--- src/rtl/pipe_ctrl_pkg.sv ---
// Shared constants and state encoding for the pipeline stall/flush controller.
// Stall bus bit order: 0 PC, 1 IF, 2 ID, 3 EX, 4 MEM, 5 WB; a set bit stops that stage.
package pipe_ctrl_pkg;

    localparam int STALL_BUS = 6;

    localparam logic STOP    = 1'b1;
    localparam logic NO_STOP = 1'b0;

    localparam logic [STALL_BUS-1:0] STALL_NONE = 6'b000000;
    localparam logic [STALL_BUS-1:0] STALL_ID   = 6'b000111;
    localparam logic [STALL_BUS-1:0] STALL_EX   = 6'b001111;

    // Index of the decode-stage bit in the stall bus.
    localparam int STALL_ID_BIT = 2;

    typedef enum logic [1:0] {
        RUN      = 2'd0,
        ID_STALL = 2'd1,
        EX_STALL = 2'd2
    } state_e;

endpackage

--- src/rtl/pipe_ctrl_inst_hold_buf.sv ---
// Holds the fetched instruction while decode is stalled, so the word survives
// the SRAM read data moving on; stays valid for exactly one post-stall cycle.
module inst_hold_buf (
    input  logic        clk,
    input  logic        resetn,
    input  logic        capture,
    input  logic        release_hold,
    input  logic        clear,
    input  logic [31:0] din,
    output logic [31:0] dout,
    output logic        hold
);

    // NOTE: the buffer is a single register, not a memory array, so it is
    // cheap to reset and a reset mid-stall must discard its contents anyway.
    always_ff @(posedge clk or negedge resetn) begin
        if (!resetn) begin
            hold <= 1'b0;
            dout <= '0;
        end else if (clear) begin
            hold <= 1'b0;
        end else if (hold) begin
            if (release_hold) hold <= 1'b0;
        end else if (capture) begin
            // NOTE: non-blocking assignments keep every register sampling
            // the pre-edge values, independent of statement order.
            hold <= 1'b1;
            dout <= din;
        end
    end

endmodule

--- src/rtl/pipe_ctrl.sv ---
// Pipeline stall/flush controller: combinational stall bus, redirect PC and an
// instruction hold buffer for the decode stage. PIPE_CTRL_PERF_EN adds stall counters.
module pipe_ctrl
    import pipe_ctrl_pkg::*;
(
    input  logic                 clk,
    input  logic                 resetn,
    input  logic                 stallreq_id,
    input  logic                 stallreq_ex,
    input  logic                 flush_req,
    input  logic [31:0]          flush_pc,
    input  logic [31:0]          inst_sram_rdata,
    output logic [STALL_BUS-1:0] stall,
    output logic                 flush,
    output logic [31:0]          new_pc,
    output logic [31:0]          id_inst,
    output logic [1:0]           state_o
`ifdef PIPE_CTRL_PERF_EN
    ,
    output logic [31:0]          perf_id_stall,
    output logic [31:0]          perf_ex_stall
`endif
);

    state_e               state_q, state_d;
    logic [STALL_BUS-1:0] stall_enc;
    logic [31:0]          buf_data;
    logic                 hold;

    // NOTE: every always_comb output gets a default first so no path
    // leaves it unassigned, which would infer a latch.
    always_comb begin
        stall_enc = STALL_NONE;
        state_d   = RUN;
        if (!flush_req) begin
            if (stallreq_ex) begin
                stall_enc = STALL_EX;
                state_d   = EX_STALL;
            end else if (stallreq_id) begin
                stall_enc = STALL_ID;
                state_d   = ID_STALL;
            end
        end
    end

    always_ff @(posedge clk or negedge resetn) begin
        if (!resetn) state_q <= RUN;
        else         state_q <= state_d;
    end

    // Outputs are forced quiet while reset is held, even though they are combinational.
    assign stall   = resetn ? stall_enc : STALL_NONE;
    assign flush   = resetn & flush_req;
    assign new_pc  = flush ? flush_pc : 32'b0;
    assign state_o = state_q;

    inst_hold_buf u_hold_buf (
        .clk          (clk),
        .resetn       (resetn),
        .capture      (stall[STALL_ID_BIT] == STOP),
        .release_hold (stall[STALL_ID_BIT] == NO_STOP),
        .clear        (flush),
        .din          (inst_sram_rdata),
        .dout         (buf_data),
        .hold         (hold)
    );

    assign id_inst = hold ? buf_data : inst_sram_rdata;

`ifdef PIPE_CTRL_PERF_EN
    always_ff @(posedge clk or negedge resetn) begin
        if (!resetn) begin
            perf_id_stall <= '0;
            perf_ex_stall <= '0;
        end else begin
            if (stall == STALL_ID) perf_id_stall <= perf_id_stall + 32'd1;
            if (stall == STALL_EX) perf_ex_stall <= perf_ex_stall + 32'd1;
        end
    end
`endif

endmodule

--- config.mk ---
export PLATFORM = sky130hd
export DESIGN_NAME = pipe_ctrl
export DESIGN_NICKNAME = d
export VERILOG_FILES = /design/src/rtl/pipe_ctrl_pkg.sv /design/src/rtl/pipe_ctrl_inst_hold_buf.sv /design/src/rtl/pipe_ctrl.sv
export SDC_FILE = /design/constraint.sdc
export NUM_CORES = 1
export LEC_CHECK = 0
export CORE_MARGIN = 2
export CORE_UTILIZATION = 36
export CTS_CLUSTER_SIZE = 30
export DETAILED_ROUTE_END_ITERATION = 6
export PLACE_DENSITY_LB_ADDON = 0.3
export SLEW_MARGIN = 20
export SYNTH_ARGS = -nofsm -noshare
export SYNTH_HDL_FRONTEND = slang
export SYNTH_HIERARCHICAL = 1
export SYNTH_SLANG_ARGS = --single-unit
--- constraint.sdc ---
create_clock -name clk -period 1.9 [get_ports clk]
set_input_delay 0.38 -clock clk [delete_from_list [all_inputs] [get_ports clk]]
set_output_delay 0.38 -clock clk [all_outputs]
set_load 0.02 [all_outputs]
==> After elaboration in Yosys (flattened, before gate mapping) <==
Cells that the tools add are included.
{ "totals": {"register_bits": 35, "input_bits": 69, "output_inout_bits": 73, "wordCells": 18} }
{ "classes": {"n_mux": 11, "bitwise": 3, "reduce_logical": 1} }
{ "ops": {"columns": ["operator", "count"], "rows": [
  ["2-to-1 mux 32 bit", 2],
  ["2-to-1 mux 6 bit", 2],
  ["2-to-1 mux 2 bit", 2],
  ["2-to-1 mux 4 bit", 1],
  ["2-to-1 mux 1 bit", 3],
  ["2-to-1 mux 3 bit", 1],
  ["AND reduction 3 bit", 1],
  ["NOT 1 bit", 2],
  ["bitwise AND 1 bit", 1]
]} }

==> Logic depth before layout (Yosys ltp) <==
{ "logic_depth": {"depth_word": 6, "mapped_depth": 5} }

==> Modules after synthesis <==
Netlist, hierarchy kept.
{ "by_module_without_submodules": {"columns": ["module", "n_inst", "cells_per_inst", "area_per_inst_um2", "seq_area_each_um2"], "rows": [
  ["inst_hold_buf", 1, 71, 1249.9, 825.8],
  ["pipe_ctrl", 1, 88, 898.4, 50.0]
]} }

==> Least setup slack after synthesis <==
No wires, ideal clock.
{ "synth_path": {"path_kind": "input to register", "from": "input resetn", "to": "register u_hold_buf.dout[0]", "setup_ns": 0.125, "t_arrival_ns": 1.701, "required_time_ns": 1.775, "slack_ns": 0.074, "stages": 5, "path_cell_list": "nor2b_1 > o21a_1 > nor3b_4 > buf_6 > mux2_2"} }
{ "synth_via": {"elab_chain_cells": 3} }
{ "synth_lines": {"columns": ["item", "line", "source"], "rows": [
  ["from (decl)", "pipe_ctrl.sv:7", "input logic resetn,"],
  ["bitwise AND 1 bit", "pipe_ctrl.sv:53", "assign flush = resetn & flush_req;"],
  ["NOT 1 bit (no line)", null, null],
  ["AND reduction 3 bit (no line) *", null, null],
  ["to (signal assigned)", "pipe_ctrl_inst_hold_buf.sv:28", "dout <= din;"],
  ["to (decl)", "pipe_ctrl_inst_hold_buf.sv:10", "output logic [31:0] dout,"]
]} }
Mark *: on every way between the ends. The rest lies on a longest branch, timed or not.
A chain may end at the register's enable or synchronous reset.

==> Worst setup path after layout <==
{ "layout_path": {"from": "register u_hold_buf.hold", "to": "output id_inst[18]"} }
{ "layout_via": {"elab_chain_cells": 1} }
{ "layout_lines": {"columns": ["item", "line", "source"], "rows": [
  ["from (decl)", "pipe_ctrl_inst_hold_buf.sv:11", "output logic hold"],
  ["from (signal assigned)", "pipe_ctrl_inst_hold_buf.sv:18", "hold <= 1'b0;"],
  ["from (signal assigned)", "pipe_ctrl_inst_hold_buf.sv:21", "hold <= 1'b0;"],
  ["from (signal assigned)", "pipe_ctrl_inst_hold_buf.sv:23", "if (release_hold) hold <= 1'b0;"],
  ["2-to-1 mux 32 bit", "pipe_ctrl.sv:68", "assign id_inst = hold ? buf_data : inst_sram_rdata;"],
  ["to (decl)", "pipe_ctrl.sv:16", "output logic [31:0] id_inst,"]
]} }
No other way between the ends.

==> results.sh <==
export IMPL_outcome="finished, final reports clean"
export IMPL_path_buf_inv=2
export IMPL_gp_congestion=0.717
export IMPL_r2r_end="u_hold_buf/dout[12]"
export IMPL_p_total_mw=2.92
export IMPL_max_freq_ghz=0.541
export IMPL_vias_per_cell=4.71
export IMPL_start_kind="flip-flop"
export IMPL_vias=1834
export IMPL_finalCritPeriodShare=0.974
export IMPL_cap_violations=0
export IMPL_async_flop_share=1.00
export IMPL_synth_top_cell_by_area="dfrtp_1"
export IMPL_syn_inst=159
export IMPL_rrSetupSlack_ps=70
export IMPL_synth_top_area_frac=0.408
export IMPL_cts_htree_levels=2
export IMPL_diodes=0
export IMPL_ys_flop_type="dfrtp_1"
export IMPL_grt_usage=0.172
export IMPL_grt_pass1_wl_mm=8.66
export IMPL_grt_max_degree=25
export IMPL_wirelength_mm=5.67
export IMPL_grt_pass1_vias=1902
export IMPL_cp_slowest_cell="dfrtp_2"
export IMPL_cp_required_ps=1520
export IMPL_die_y_um=81.3
export IMPL_gr_total_overflow=0
export IMPL_fillerInstances=483
export IMPL_setup_viol=0
export IMPL_hpwlAfterDp_mm=4.28
export IMPL_hp_class="primary input to asynchronous set/reset pin"
export IMPL_hold_slack_ps=221
export IMPL_yosysWarnings=6
export IMPL_yosysSeqAreaShare=0.408
export IMPL_r2r_start="u_hold_buf/hold"
export IMPL_critPathArrivalTime_ps=1470
export IMPL_synth_edff_count=0
export IMPL_synth_most_common_cell="dfrtp_1"
export IMPL_end_kind="output pin"
export IMPL_start_util=0.367
export IMPL_drtAntennaViolNets=0
export IMPL_firstDrtPassIters=3
export IMPL_synth_area_um2=2150
export IMPL_utilization=0.635
export IMPL_skew_ps=10.8
export IMPL_drive_above_1_share=0.417
export IMPL_ff_latch_area_um2=877
export IMPL_worstSetupPathDepth=3
export IMPL_antenna_found_initial=0
export IMPL_drc_errors=0
export IMPL_startpoint="u_hold_buf/hold"
export IMPL_die_w_um=81.3
export IMPL_fp_row_count=28
export IMPL_cts_buffers=5
export IMPL_path_max_fanout=7
export IMPL_slowest_delay_ps=460
export IMPL_cts_root_buf="clkbuf_8"
export IMPL_synth_common_cells="35 x dfrtp_1, 32 x and3_1, 32 x mux2_2"
export IMPL_core_area_um2=5850
export IMPL_worstSkewPairLatency_ps=280
export IMPL_ios=142
export IMPL_path_cells="buf_6 -> mux2_4 -> clkdlybuf4s15_1"
export IMPL_cts_sinks=35
export IMPL_cp_top_family="flip-flops"
export IMPL_p_per_area_nw_per_um2=784
export IMPL_ys_ff_latch=35
export IMPL_port_buffers=139
export IMPL_multi_input_area_um2=1150
export IMPL_cts_hold_buf=0
export IMPL_hold_viol_final=0
export IMPL_cts_clk_slew_worst_paths_ps=70
export IMPL_reg2reg_depth=7
export IMPL_fin_crit_ps=1850
export IMPL_synthTopCellsByArea="dfrtp_1 41%, mux2_4 21%, mux2_2 17%"
export IMPL_die_area_um2=6600
export IMPL_syn_to_final_growth_pct=73.0
export IMPL_synth_avg_cell_area_um2=13.5
export IMPL_cts_max_path_buffers=2
export IMPL_wl_per_cell_um=14.6
export IMPL_drv_slew=0
export IMPL_criticalPathCategory="flip-flop to output pin"
export IMPL_cts_tree="built"
export IMPL_crit_end="id_inst[18]"
export IMPL_power_leakage_nw=1.85
export IMPL_drtIter0Drc=22
export IMPL_peakVddDrop_mv=0.391
export IMPL_final_nets=382
export IMPL_synth_cell_types=20
-- final cells by class --
class                           count  share of cell area
Clock buffer                        5              0.0185
Sequential cell                    35               0.236
Tap cell                           75              0.0253
Multi-Input combinational cell    108               0.309
Clock inverter                      3              0.0118
Timing Repair Buffer              163               0.399
-- flip-flops by register name (all words and copies together) (netlist names) --
register	flops
u_hold_buf/hold	1
u_hold_buf/dout	32
state_o	2
-- per-layer routing --
| layer | GRT usage | share of wire |
|---|---|---|
| met4 | 0.0492 | 0.014 |
| met2 | 0.317 | 0.52 |
| met3 | 0.0544 | 0.090 |
| met1 | 0.187 | 0.38 |
| met5 | 0 | 0 |
-- power breakdown --
| group | internal [mW] | leakage, nW | switching [mW] | total, mW |
|---|---|---|---|---|
| Sequential | 0.948 | 0.416 | 0.110 | 1.06 |
| Clock | 0.390 | 0.0581 | 0.259 | 0.649 |
| Combinational | 0.714 | 1.37 | 0.493 | 1.21 |
-- metrics by stage --
step / setup slack (ps) / cells / TNS [ps] / instance area, µm²
after floorplan: 74.1 / 160 / 0 / 2150
after global placement: -444 / 373 / -28490 / 3640
after detailed placement: -461 / 373 / -29550 / 3640
after CTS: -11.3 / 386 / -11.3 / 3800
after global routing: -7.74 / 389 / -34.2 / 3720
final: 50.1 / 389 / 0 / 3720
-- timing repair --
| action | 4_1_cts | 5_1_grt |
|---|---|---|
| pin swaps | 1 | 1 |
| cloned | 1 | 1 |
| resized for setup | 138 | 41 |
| endpoints found under the setup margin | 101 | 64 |
| setup buffers | 4 | 2 |
-- layout by cell type (no fill, tap or decap), drive strengths merged --
master,count
dlygate4sd2,23
clkinv,2
and2,2
a211oi,1
buf,40
nor3b,2
mux2,64
nor2b,2
bufinv,1
and3,32
clkdlybuf4s15,16
dfrtp,35
o21ai,1
clkdlybuf4s50,68
conb,2
o21a,1
nor2,1
clkbuf,21
-- logic make-up after synthesis --
group | after synthesis | synth area share
other cells | 1 | 0.00175
compound gates | 3 | 0.00932
simple gates | 39 | 0.119
flops | 35 | 0.408
mux | 64 | 0.388
buf+inv | 17 | 0.0745
-- worst min path at each step --
stage | startpoint | end | slack (ps) | cells past startpoint
after global placement | u_hold_buf/dout[28] | u_hold_buf/dout[28] | 470 | 1
after detailed placement | u_hold_buf/dout[29] | u_hold_buf/dout[29] | 480 | 1
after floorplan | resetn | state_o[0] | 80 | 0
after global routing | resetn | state_o[1] | 250 | 2
final | resetn | state_o[1] | 220 | 2
after CTS | resetn | state_o[1] | 230 | 2
No activity file was read; power rests on OpenSTA's default activity.
